[config.mk]
export PLATFORM = sky130hd
export DESIGN_NAME = cam_cfg_seq
export DESIGN_NICKNAME = d
export VERILOG_FILES = /design/src/rtl/cam_cfg_pkg.sv /design/src/rtl/cam_cfg_timer.sv /design/src/rtl/cam_cfg_seq.sv
export SDC_FILE = /design/constraint.sdc
export NUM_CORES = 1
export LEC_CHECK = 0
export ABC_AREA = 1
export ABC_CLOCK_PERIOD_IN_PS = 3000
export CAP_MARGIN = 10
export CELL_PAD_IN_SITES_DETAIL_PLACEMENT = 1
export CELL_PAD_IN_SITES_GLOBAL_PLACEMENT = 1
export CORE_UTILIZATION = 33
export DETAILED_ROUTE_END_ITERATION = 10
export PLACE_DENSITY = 0.79
export RECOVER_POWER = 25
export SYNTH_ARGS = -nofsm -noshare
export SYNTH_HDL_FRONTEND = slang
export SYNTH_SLANG_ARGS = --single-unit
[constraint.sdc]
create_clock -name clk_20k -period 3 [get_ports clk_20k]
set_clock_uncertainty 0.05 [all_clocks]
set_input_delay 0.6 -clock clk_20k [delete_from_list [all_inputs] [get_ports clk_20k]]
set_output_delay 0.6 -clock clk_20k [all_outputs]
set_load 0.03 [all_outputs]
[src/rtl/cam_cfg_pkg.sv]
// Shared types and constants for the camera configuration sequencer.
package cam_cfg_pkg;

  localparam int unsigned TIMER_W  = 16;
  localparam logic [7:0]  DLY_MARK = 8'hFE;

  typedef enum logic [2:0] {
    IDLE,
    PWRUP,
    FETCH,
    DECODE,
    SEND,
    RELEASE,
    DELAY,
    DONE
  } state_e;

  typedef enum logic [2:0] {
    TMR_HOLD,
    TMR_CLR,
    TMR_LOAD,
    TMR_INC,
    TMR_DEC
  } tmr_op_e;

  // Delay words give a cycle count; DELAY exits when the down-counter reaches 0.
  function automatic logic [TIMER_W-1:0] dly_load(input logic [TIMER_W-1:0] n);
    return (n == '0) ? '0 : n - TIMER_W'(1);
  endfunction

endpackage

[src/rtl/cam_cfg_timer.sv]
// Shared 16-bit saturating timer: clear, load, count up or count down.
module cam_cfg_timer
  import cam_cfg_pkg::*;
(
  input  logic               clk_20k,
  input  logic               rst_100,
  input  tmr_op_e            op_i,
  input  logic [TIMER_W-1:0] load_i,
  input  logic [TIMER_W-1:0] cmp_i,
  output logic               term_c_o
);

  logic [TIMER_W-1:0] cnt_q, cnt_d;

  always_comb begin
    cnt_d = cnt_q;
    case (op_i)
      TMR_CLR:  cnt_d = '0;
      TMR_LOAD: cnt_d = load_i;
      TMR_INC:  if (cnt_q != '1) cnt_d = cnt_q + TIMER_W'(1);
      TMR_DEC:  if (cnt_q != '0) cnt_d = cnt_q - TIMER_W'(1);
      default:  cnt_d = cnt_q;
    endcase
  end

  always_ff @(posedge clk_20k) begin
    if (rst_100) cnt_q <= '0;
    else         cnt_q <= cnt_d;
  end

  assign term_c_o = (cnt_q == cmp_i);

endmodule

[src/rtl/cam_cfg_seq.sv]
// Walks the camera config table, hands each word to the I2C sender and
// inserts power-up, inter-word and table-driven delays.
module cam_cfg_seq
  import cam_cfg_pkg::*;
#(
  parameter int unsigned LUT_SIZE    = 64,
  parameter int unsigned IDX_W       = 8,
  parameter int unsigned PWRUP_CYC   = 400,
  parameter int unsigned GAP_CYC     = 4,
  parameter int unsigned TIMEOUT_CYC = 64,
  parameter int unsigned MAX_RETRY   = 2
) (
  input  logic             clk_20k,
  input  logic             rst_100,
  input  logic             start,
  output logic [IDX_W-1:0] table_idx,
  input  logic [31:0]      table_data,
  output logic [31:0]      cfg_data,
  output logic             i2c_req,
  input  logic             i2c_ack,
  output logic             busy,
  output logic             done,
  output logic             err
);

  // One extra index bit so LUT_SIZE == 2**IDX_W never wraps back to 0.
  localparam int unsigned CNT_W = IDX_W + 1;
  localparam int unsigned RTY_W = $clog2(MAX_RETRY + 2);

  state_e             state_q, state_d;
  logic [CNT_W-1:0]   idx_q, idx_d;
  logic [31:0]        cfg_q, cfg_d;
  logic [RTY_W-1:0]   retry_q, retry_d;
  logic               resend_q, resend_d;
  logic               req_q, req_d;
  logic               busy_q, busy_d;
  logic               done_q, done_d;
  logic               err_q, err_d;
  tmr_op_e            tmr_op;
  logic [TIMER_W-1:0] tmr_cmp;
  logic               tmr_term;
  logic               ack_ok, timeout;

  assign tmr_cmp = (state_q == PWRUP)   ? TIMER_W'(PWRUP_CYC - 1)   :
                   (state_q == SEND)    ? TIMER_W'(TIMEOUT_CYC - 1) :
                   (state_q == RELEASE) ? TIMER_W'(GAP_CYC - 1)     : '0;

  // The timeout only runs while the request is actually visible to the sender.
  assign ack_ok  = i2c_ack & req_q;
  assign timeout = req_q & tmr_term;

  cam_cfg_timer u_timer (
    .clk_20k  (clk_20k),
    .rst_100  (rst_100),
    .op_i     (tmr_op),
    .load_i   (dly_load(table_data[15:0])),
    .cmp_i    (tmr_cmp),
    .term_c_o (tmr_term)
  );

  always_ff @(posedge clk_20k) begin
    if (rst_100) state_q <= PWRUP;
    else         state_q <= state_d;
  end

  always_comb begin
    state_d = state_q;
    if (start) begin
      state_d = PWRUP;
    end else begin
      case (state_q)
        IDLE:    state_d = PWRUP;
        PWRUP:   if (tmr_term) state_d = FETCH;
        FETCH:   state_d = DECODE;
        DECODE: begin
          if (idx_q == CNT_W'(LUT_SIZE))           state_d = DONE;
          else if (table_data[31:24] == DLY_MARK) state_d = DELAY;
          else                                    state_d = SEND;
        end
        SEND:    if (ack_ok || timeout) state_d = RELEASE;
        RELEASE: if (tmr_term) state_d = FETCH;
        DELAY:   if (tmr_term) state_d = FETCH;
        DONE:    state_d = DONE;
        default: state_d = PWRUP;
      endcase
    end
  end

  always_comb begin
    idx_d    = idx_q;
    cfg_d    = cfg_q;
    retry_d  = retry_q;
    resend_d = resend_q;
    err_d    = err_q;
    tmr_op   = TMR_HOLD;
    case (state_q)
      PWRUP: begin
        if (tmr_term) tmr_op = TMR_CLR;
        else          tmr_op = TMR_INC;
      end
      DECODE: begin
        if (idx_q != CNT_W'(LUT_SIZE)) begin
          if (table_data[31:24] == DLY_MARK) begin
            tmr_op = TMR_LOAD;
          end else begin
            cfg_d  = table_data;
            tmr_op = TMR_CLR;
          end
        end
      end
      SEND: begin
        if (ack_ok) begin
          retry_d  = '0;
          resend_d = 1'b0;
          tmr_op   = TMR_CLR;
        end else if (timeout) begin
          tmr_op = TMR_CLR;
          if (retry_q < RTY_W'(MAX_RETRY)) begin
            retry_d  = retry_q + RTY_W'(1);
            resend_d = 1'b1;
          end else begin
            err_d    = 1'b1;
            retry_d  = '0;
            resend_d = 1'b0;
          end
        end else if (req_q) begin
          tmr_op = TMR_INC;
        end
      end
      RELEASE: begin
        if (tmr_term) begin
          tmr_op = TMR_CLR;
          if (!resend_q) idx_d = idx_q + CNT_W'(1);
        end else begin
          tmr_op = TMR_INC;
        end
      end
      DELAY: begin
        if (tmr_term) idx_d = idx_q + CNT_W'(1);
        else          tmr_op = TMR_DEC;
      end
      default: tmr_op = TMR_HOLD;
    endcase
    if (start) begin
      idx_d    = '0;
      cfg_d    = '0;
      retry_d  = '0;
      resend_d = 1'b0;
      err_d    = 1'b0;
      tmr_op   = TMR_CLR;
    end
    // Request rises one cycle after cfg_data loads and drops on the exit edge.
    req_d  = (state_q == SEND) && (state_d == SEND);
    busy_d = !((state_d == IDLE) || (state_d == DONE));
    done_d = (state_d == DONE);
  end

  always_ff @(posedge clk_20k) begin
    if (rst_100) begin
      idx_q    <= '0;
      cfg_q    <= '0;
      retry_q  <= '0;
      resend_q <= 1'b0;
      req_q    <= 1'b0;
      busy_q   <= 1'b1;
      done_q   <= 1'b0;
      err_q    <= 1'b0;
    end else begin
      idx_q    <= idx_d;
      cfg_q    <= cfg_d;
      retry_q  <= retry_d;
      resend_q <= resend_d;
      req_q    <= req_d;
      busy_q   <= busy_d;
      done_q   <= done_d;
      err_q    <= err_d;
    end
  end

  assign table_idx = idx_q[IDX_W-1:0];
  assign cfg_data  = cfg_q;
  assign i2c_req   = req_q;
  assign busy      = busy_q;
  assign done      = done_q;
  assign err       = err_q;

endmodule

# --- After elaboration in Yosys (flattened, before gate mapping) ---
# Index checks and enable logic that the tools add are counted.
word_totals:
  regBits: 67
  in_bits: 36
  elab_cells: 95
op_classes:
  addsub: 5
  magnitude_cmp: 1
  eq_ne: 23
  n_mux: 32
  n_bitwise: 5
  n_reduce_logical: 19
ops:
  columns: ["cell", "n"]
  rows:
  - ["case mux 16 bit (4 select lines)", 1]
  - ["2-to-1 mux 16 bit", 3]
  - ["2-to-1 mux 9 bit", 4]
  - ["subtractor 16 x 1 -> 16 bit, second input constant", 2]
  - ["2-to-1 mux 2 bit", 12]
  - ["== test 3 bit, second input constant", 7]
  - ["case mux 3 bit (6 select lines)", 1]
  - ["case mux 9 bit (2 select lines)", 1]
  - ["adder 16 x 1 -> 16 bit, second input constant", 1]
  - ["== test 16 x 9 -> 1 bit", 1]
  - ["zero test 16 bit", 1]
  - ["!= test 16 bit, second input constant", 1]
  - ["nonzero test 16 bit", 1]
  - ["2-to-1 mux 3 bit", 5]
  - ["== test 3 x 2 -> 1 bit, second input constant", 4]
  - ["case mux 3 bit (4 select lines)", 1]
  - ["adder 9 x 1 -> 9 bit, second input constant", 1]
  - ["== test 9 x 7 -> 1 bit, second input constant", 1]
  - ["!= test 9 x 7 -> 1 bit, second input constant", 1]
  - ["== test 8 bit, second input constant", 1]
  - ["AND reduction 4 bit", 2]
  - ["== test 3 x 1 -> 1 bit, second input constant", 2]
  - ["zero test 3 bit", 2]
  - ["2-to-1 mux 6 bit", 1]
  - ["16 further kinds", 28]

# --- Depth between registers and ports, before layout ---
depth:
  depth_word: 13
  depth_mapped: 24

# --- Hierarchy ---
# A second synthesis with hierarchy kept.
hier_totals:
  hier_cells: 771
  hier_area_um2: 4923.5
modules_own_cells:
  columns: ["mod", "instances", "cells_each", "area_each_um2", "seq_area_each_um2"]
  rows:
  - ["cam_cfg_seq", 1, 397, 2834.0, 1021.0]
  - ["cam_cfg_timer", 1, 374, 2089.5, 320.3]

# --- Worst setup path after synthesis ---
# OpenSTA, ideal clock, no wires.
synth_timing:
  kind: "reg-to-reg"
  start: "register state_q[2]"
  end: "register u_timer.cnt_q[10]"
  setup_ps: 111
  arrival_ps: 2939
  setup_slack_ps: -100
  path_stages_with_launch: 24
  synth_period_minus_slack_ps: 3100
  cell_sequence: "dfxtp_1 > buf_4 > inv_2 > nand3_1 > nand2_1 > nand2_1 > nor2_1 > nand3_4 > nand3_2 > inv_1 > ha_1 > nand2_1 > o21ai_0 > a21oi_1 > o21ai_0 > nand2_1 > nand2_1 > nand2_1 > nand2_1 > inv_1 > nand2_1 > nand2_1 > nor2_1 > nor2_1"
synth_via:
  elab_chain_len: 13
  word_cells_on_any_way: 26
synth_rtl:
  columns: ["item", "line", "source"]
  rows:
  - ["start, declared", "cam_cfg_seq.sv:30", "state_e state_q, state_d;"]
  - ["start signal, assigned", "cam_cfg_seq.sv:63", "else state_q <= state_d;"]
  - ["== test 3 bit", "cam_cfg_seq.sv:46, cam_cfg_seq.sv:96", null]
  - ["2-to-1 mux 2 bit", "cam_cfg_seq.sv:46", "(state_q == RELEASE) ? TIMER_W'(GAP_CYC - 1) : '0;"]
  - ["2-to-1 mux 6 bit", "cam_cfg_seq.sv:45", "(state_q == SEND) ? TIMER_W'(TIMEOUT_CYC - 1) :"]
  - ["2-to-1 mux 9 bit", "cam_cfg_seq.sv:44", "assign tmr_cmp = (state_q == PWRUP) ? TIMER_W'(PWRUP_CYC - 1) :"]
  - ["== test 16 x 9 -> 1 bit", "cam_cfg_timer.sv:31", "assign term_c_o = (cnt_q == cmp_i);"]
  - ["bitwise AND 1 bit", "cam_cfg_seq.sv:50", "assign timeout = req_q & tmr_term;"]
  - ["2-to-1 mux 2 bit", "cam_cfg_seq.sv:116", "end else if (timeout) begin"]
  - ["2-to-1 mux 2 bit", "cam_cfg_seq.sv:112", "if (ack_ok) begin"]
  - ["case mux 3 bit (4 select lines) *", "cam_cfg_seq.sv:96", "case (state_q)"]
  - ["2-to-1 mux 3 bit *", "cam_cfg_seq.sv:144", "if (start) begin"]
  - ["== test 3 bit, or another cell as far along", "cam_cfg_timer.sv:17", "case (op_i)"]
  - ["!= test 2 x 1 -> 1 bit (no source line) / nonzero test 4 bit (equally long branches)", null, null]
  - ["AND reduction 3 bit (no source line)", null, null]
  - ["end signal, assigned", "cam_cfg_timer.sv:28", "else cnt_q <= cnt_d;"]
  - ["end, declared", "cam_cfg_timer.sv:13", "logic [TIMER_W-1:0] cnt_q, cnt_d;"]
# Every way passes the cells marked *; elsewhere a longest branch is shown, timed or not.
# A chain may end at the register's enable or synchronous reset.

# --- Worst setup path in the final report ---
layout_timing:
  start: "input port start"
  end: "register u_timer.cnt_q[13]"
layout_via:
  elab_chain_len: 4
  word_cells_on_any_way: 10
layout_rtl:
  columns: ["item", "line", "source"]
  rows:
  - ["start, declared", "cam_cfg_seq.sv:15", "input logic start,"]
  - ["2-to-1 mux 3 bit *", "cam_cfg_seq.sv:144", null]
  - ["== test 3 bit, or another cell as far along", "cam_cfg_timer.sv:17", null]
  - ["!= test 2 x 1 -> 1 bit (no source line) / nonzero test 4 bit (equally long branches)", null, null]
  - ["AND reduction 3 bit (no source line)", null, null]
# Marks and branches as above.

==> out/summary.json <==
{
  "numCtsBuffers": 9,
  "post_drt_via_cell_ratio": 4.96,
  "synth_largest_type_area_fraction_pct": 30.8,
  "timing.hold.worst.class": "register to register",
  "port_buffers": 79,
  "mappedNetlistArea_sq_um": 4360,
  "share_of_synthesized_area_occupied_by_flip_flops_and_latches_pct": 30.8,
  "boundaryPins": 80,
  "antenna_found_initial": 0,
  "chipWidth_microns": 117,
  "initial_core_util_pct": 34.2,
  "worstSkewPairLatency_ps": 340,
  "run_status": "finished, final reports clean",
  "maxSlewViolCount": 0,
  "antennaDiodeCount": 0,
  "dr_total_vias": 4826,
  "timing_worst_setup_path_type": "primary input to register",
  "report.final.setup_viol": 0,
  "fin_crit_sh_pct": 98.7,
  "fin_setup_tns_ps": 0,
  "placement_rows": 41,
  "cts_hold_buf": 0,
  "worstPathBufferInverterCount": 5,
  "root_buffer": "sky130_fd_sc_hd__clkbuf_16",
  "synth.area.top_cells": "sky130_fd_sc_hd__dfxtp_1, sky130_fd_sc_hd__nand2_1, sky130_fd_sc_hd__inv_1",
  "drt_drc_violations_left": 0,
  "grt_setup_unrepaired": "yes",
  "cp_slowest_stage_delay_ps": 600,
  "yosysWarningCount": 0,
  "synth-async-reset-ratio_pct": 0,
  "synth_enable_flop_cells": 0,
  "slowest_stage": "sky130_fd_sc_hd__dlygate4sd3_1",
  "grt_util_overall_pct": 22.9,
  "max_capacitance_violation_count": 0,
  "grt_first_pass_wirelength_mm": 24.1,
  "place_hpwl_mm": 11.3,
  "critical_path.startpoint_type": "primary input",
  "syn_nets": 727,
  "endpoint_kind": "register",
  "netlist_instances": 673,
  "drt_pre_antenna_iters": 4,
  "first_global_vias": 4979,
  "final_core_utilization_pct": 48.1,
  "hold-worst-slack_ps": 395,
  "flow.area_growth_from_synthesis_pct": 40.5,
  "wl_mm": 14.9,
  "synthDistinctLibCells": 42,
  "synth.most_common_cell": "sky130_fd_sc_hd__nand2_1",
  "cts_tree": "yes",
  "cts_buffer_depth": 2,
  "maxClockFrequency_ghz": 0.338,
  "place_congestion": 0.834,
  "commonest_cells_in_the_netlist": "sky130_fd_sc_hd__nand2_1, sky130_fd_sc_hd__inv_1, sky130_fd_sc_hd__nor2_1, sky130_fd_sc_hd__dfxtp_1, sky130_fd_sc_hd__a21oi_1",
  "dieHeight_microns": 117,
  "power.density_nw_per_um2": 353,
  "final_nets": 851,
  "static-leakage-power_uw": 0.00274,
  "layout_min_cycle_time_ps": 2960,
  "dr.first_iter.drc_count": 239,
  "die_area_sq_um": 13700,
  "tritoncts_num_sinks": 67,
  "final_layout_size_suffix_gt1_share_pct": 15.4,
  "fillerInstances": 1691,
  "htree_num_levels": 3,
  "worst_pin_slew_ps": 664,
  "relSlewSlack_pct": 55.7,
  "grt_max_degree": 65,
  "timing.critical_path.fanout_max": 14,
  "ant_nets": 0,
  "postSynthAreaPerCell_sq_um": 6.47,
  "synth-main-ff-cell": "sky130_fd_sc_hd__dfxtp_1",
  "crit_arrival_ps": 3150,
  "cell_family_contributing_the_most_delay_on_the_critical_path": "buffers and inverters",
  "globalRoute.totalOverflow": 0,
  "worst_ep_required_time_ps": 3190,
  "yosysTopAreaCell": "sky130_fd_sc_hd__dfxtp_1",
  "clk_transition_reported_paths_ps": 60,
  "critical_path.cell_chain": "dlygate4sd3_1 > inv_1 > nand3_4 > clkinvlp_4 > buf_12 > buf_4 > ha_4 > a21oi_1 > a21boi_1 > nand3_2 > a21oi_2 > xor2_1 > a21oi_1 > nor2_1 > nor2_1",
  "irDropWorstVdd_v": 0.000224,
  "finalHoldViolCount": 0,
  "ys_seq_elements": 67,
  "wire_per_inst_microns": 15.3,
  "coreArea_sq_um": 12700
}
==> cells by family after synthesis <==
logic type / count (synthesis) / synth area share, %
xor+xnor: 25 / 5.03
flops: 67 / 30.8
simple gates: 303 / 30.4
buf+inv: 136 / 13.2
fa+ha+maj: 18 / 5.34
compound gates: 124 / 15.2
==> metrics by stage <==
step | setup WS [ps] | instances | total power [uW] | instance area (sq um)
6_report | 37.5 | 973 | 2160 | 6120
5_1_grt | -150 | 973 | 2230 | 6120
4_1_cts | 5.12 | 971 | 2190 | 6010
3_5_place_dp | -205 | 956 | 1050 | 5690
3_3_place_gp | -120 | 956 | 1050 | 5690
2_1_floorplan | 9.52 | 673 | 970 | 4390
==> metal layers <==
layer  up-vias  wire [microns]  global-route usage, %
met5         -               0                      0
met4         0             335                   9.20
met3        25             527                   4.38
met2        86            7790                   42.6
met1      2326            6260                   25.7
li1       2389               -                      -
==> final timing paths <==
check / startpoint / to / slack (ps) / cells after the start
hold reg to reg: cfg_data[2]$_SDFFE_PP0P_ / cfg_data[2]$_SDFFE_PP0P_ / 390 / 2
setup / recovery: start / u_timer.cnt_q[13]$_SDFFE_PP0P_ / 40 / 15
setup reg to reg: state_q[2]$_SDFF_PP0_ / u_timer.cnt_q[13]$_SDFFE_PP0P_ / 40 / 19
hold / removal: cfg_data[2]$_SDFFE_PP0P_ / cfg_data[2]$_SDFFE_PP0P_ / 390 / 2
==> worst register-to-register path: stages, from the launching register on <==
cell                         delay (ps)
sky130_fd_sc_hd__dfxtp_2            360
sky130_fd_sc_hd__inv_2              100
sky130_fd_sc_hd__nand3_2            100
sky130_fd_sc_hd__nor2_1             160
sky130_fd_sc_hd__nor2_1              90
sky130_fd_sc_hd__nor2_4             110
sky130_fd_sc_hd__nand3_4             80
sky130_fd_sc_hd__nand3_4             80
sky130_fd_sc_hd__clkinvlp_4         100
sky130_fd_sc_hd__buf_12             160
sky130_fd_sc_hd__buf_4              150
sky130_fd_sc_hd__ha_4               220
sky130_fd_sc_hd__a21oi_1            160
sky130_fd_sc_hd__a21boi_1           210
sky130_fd_sc_hd__nand3_2            160
sky130_fd_sc_hd__a21oi_2            190
sky130_fd_sc_hd__xor2_1             180
sky130_fd_sc_hd__a21oi_1             60
sky130_fd_sc_hd__nor2_1             110
sky130_fd_sc_hd__nor2_1              50
==> cells in the final DEF (no fill, tap or decap), drive strengths merged <==
cell type | synthesis | routed
clkinvlp | 0 | 1
o31ai | 1 | 1
and2 | 1 | 1
o21ai | 46 | 46
nand2 | 153 | 153
ha | 17 | 17
nor2 | 82 | 82
inv | 110 | 109
xor2 | 15 | 15
bufinv | 0 | 2
o2111ai | 1 | 1
a21o | 2 | 2
buf | 16 | 59
or3 | 1 | 1
clkdlybuf4s50 | 0 | 57
o32ai | 1 | 1
o21a | 1 | 1
nor3 | 12 | 12
dfxtp | 67 | 67
nor4 | 3 | 3
nand3 | 39 | 39
a21oi | 62 | 62
a211oi | 2 | 2
clkbuf | 10 | 11
o21bai | 2 | 2
fa | 1 | 1
a21boi | 1 | 1
clkinv | 0 | 3
a31oi | 3 | 3
nand4 | 10 | 10
nand3b | 1 | 1
o211ai | 2 | 2
nor3b | 1 | 1
dlygate4sd3 | 0 | 22
xnor2 | 10 | 10
==> state kept, by name (all words and copies together) (netlist names) <==
name,cells
busy,1
err,1
done,1
state_q,3
cfg_data,32
retry_q,2
idx_q,9
u_timer.cnt_q,16
i2c_req,1
resend_q,1
==> layout make-up <==
class | count | area, sq um | share of cell area, %
Timing Repair Buffer | 139 | 1250 | 20.4
Multi-Input combinational cell | 470 | 2580 | 42.1
Sequential cell | 67 | 1350 | 22.1
Clock buffer | 10 | 229 | 3.74
Inverter | 110 | 417 | 6.81
Tap cell | 172 | 215 | 3.52
Clock inverter | 5 | 78.8 | 1.29
==> repair_timing <==
| item | in CTS | in global routing |
|---|---|---|
| pin swaps | 2 | 14 |
| buffers inserted | 0 | 2 |
| gates resized for setup | 5 | 26 |
| gates cloned | 0 | 0 |
| setup endpoints to repair | 9 | 12 |
==> where the power goes <==
group | total (uW) | switching (uW) | internal [uW]
clock | 1130 | 408 | 721
combinational | 142 | 74.2 | 67.5
sequential | 891 | 1.18 | 890
(Power assumes the default switching activity.)
==> RTL edit, RTL diff (config.mk and constraints unchanged) <==
The parameter `MAX_RETRY` goes from 2 to 4.
--- a/src/rtl/cam_cfg_seq.sv
+++ b/src/rtl/cam_cfg_seq.sv
@@ -8,7 +8,7 @@
   parameter int unsigned PWRUP_CYC   = 400,
   parameter int unsigned GAP_CYC     = 4,
   parameter int unsigned TIMEOUT_CYC = 64,
-  parameter int unsigned MAX_RETRY   = 2
+  parameter int unsigned MAX_RETRY   = 4
 ) (
   input  logic             clk_20k,
   input  logic             rst_100,
Function: same outputs for any inputs over 10 cycles, from zero or initial values and one cycle with rst_100 high; that may be too few to reach the edited logic, so the function may still have changed.
==> RTL edit against the original RTL <==
- utilization up 1.6 points
- wire length up 5.4%
- count of clock-buffer cells in the layout unchanged
- critical path depth up 3
- synthesized area down 0.34%
- total power down 0.65%
- worst setup slack better by 0.033 ns
- final area up 3.4%
- sequential cell count up 1
- critical path type is now reg -> reg
- largest cell class unchanged
- largest power group unchanged
==> RTL edit: results <==
[timing]
maxSlewHeadroom_pct = 57.42

[setup_path]
cp_top_family = simple AND/OR/NAND/NOR gates
cp_slowest_cell = dfxtp_4
regToRegStartpoint = state_q[1]
rrSetupSlack_ns = 0.07
cp.arrival_ns = 3.13
r2r_cells = 18
setup.worst_path.class = reg -> reg
cpPeakStageDelay_ns = 0.37
cp_max_fo = 8

[yosys]
synth-compound-area-share_pct = 15.59
yosys_most_used_dff = dfxtp_1
synth-xor-area-share_pct = 5.043
synth.top_cells.by_count = nand2_1 (137), inv_1 (101), nor2_1 (77)
seq_area_frac_synth_pct = 31.35
yosysUniqueCellTypes = 38
synthAdderAreaFrac_pct = 5.648
syn-num-nets = 724
synth_area_leaders = dfxtp_1 (31%), nand2_1 (12%), inv_1 (8.7%)

[hold_path]
worstHoldEndpoint = cfg_data[7]
hp-start = cfg_data[7]

[placed_design]
gp_congestion = 0.8761
placed_cell_area_um2 = 5670
hpwl_um = 11520

[grt]
grt_usage_pct = 23.63
grtUsageMet2_pct = 43.75
use_met1_pct = 27.10
grt_pass1_vias = 5065
grt_pass1_wl_um = 24680
grtUsageMet3_pct = 3.788

[final_layout]
seq_area_um2 = 1380
fillers = 1684
layout-drive-gt1-share_pct = 18.73

[drt]
drt-initial-drc-count = 179
viasPerCell = 4.979
drt-met1-wl_um = 6698
wl_met3_um = 432
wl_per_cell_um = 16.15
wl_met2_um = 8159

[clocking]
clk_path_buf_depth = 2
cts_resized = 9

[pwr]
power_leakage_nw = 2.735
irDropWorstVdd_mv = 0.2022

[outcome]
status = finished clean
==> RTL edit: final cells by class <==
| class | count | share of cell area (%) |
|---|---|---|
| tap | 172 | 3.401 |
| timing repair buffer | 144 | 20.59 |
| inverter | 106 | 6.407 |
| sequential | 68 | 21.81 |
| clock buffer | 10 | 3.619 |
| multi-input combinational | 467 | 43.03 |
| clock inverter | 6 | 1.147 |
==> RTL edit: metrics by stage <==
step	setup slack, ns	hold slack [ns]	power, mW	cells	utilization [%]
global placement	-0.1710	0.3820	1.062	953	44.57
finish	0.07032	0.3935	2.149	973	49.73
detailed placement	-0.2696	0.3857	1.067	953	44.57
global route	-0.08324	0.4191	2.220	973	49.73
CTS	0.00004774	0.3962	2.167	969	47.10
floorplan	0.02632	0.3946	0.9826	669	-
==> RTL edit: power by group <==
group | total [mW] | internal [mW] | switching, mW | leakage [nW]
clock | 1.10 | 0.651 | 0.452 | 0.143
sequential | 0.903 | 0.901 | 0.00209 | 0.551
combinational | 0.142 | 0.0668 | 0.0754 | 2.04
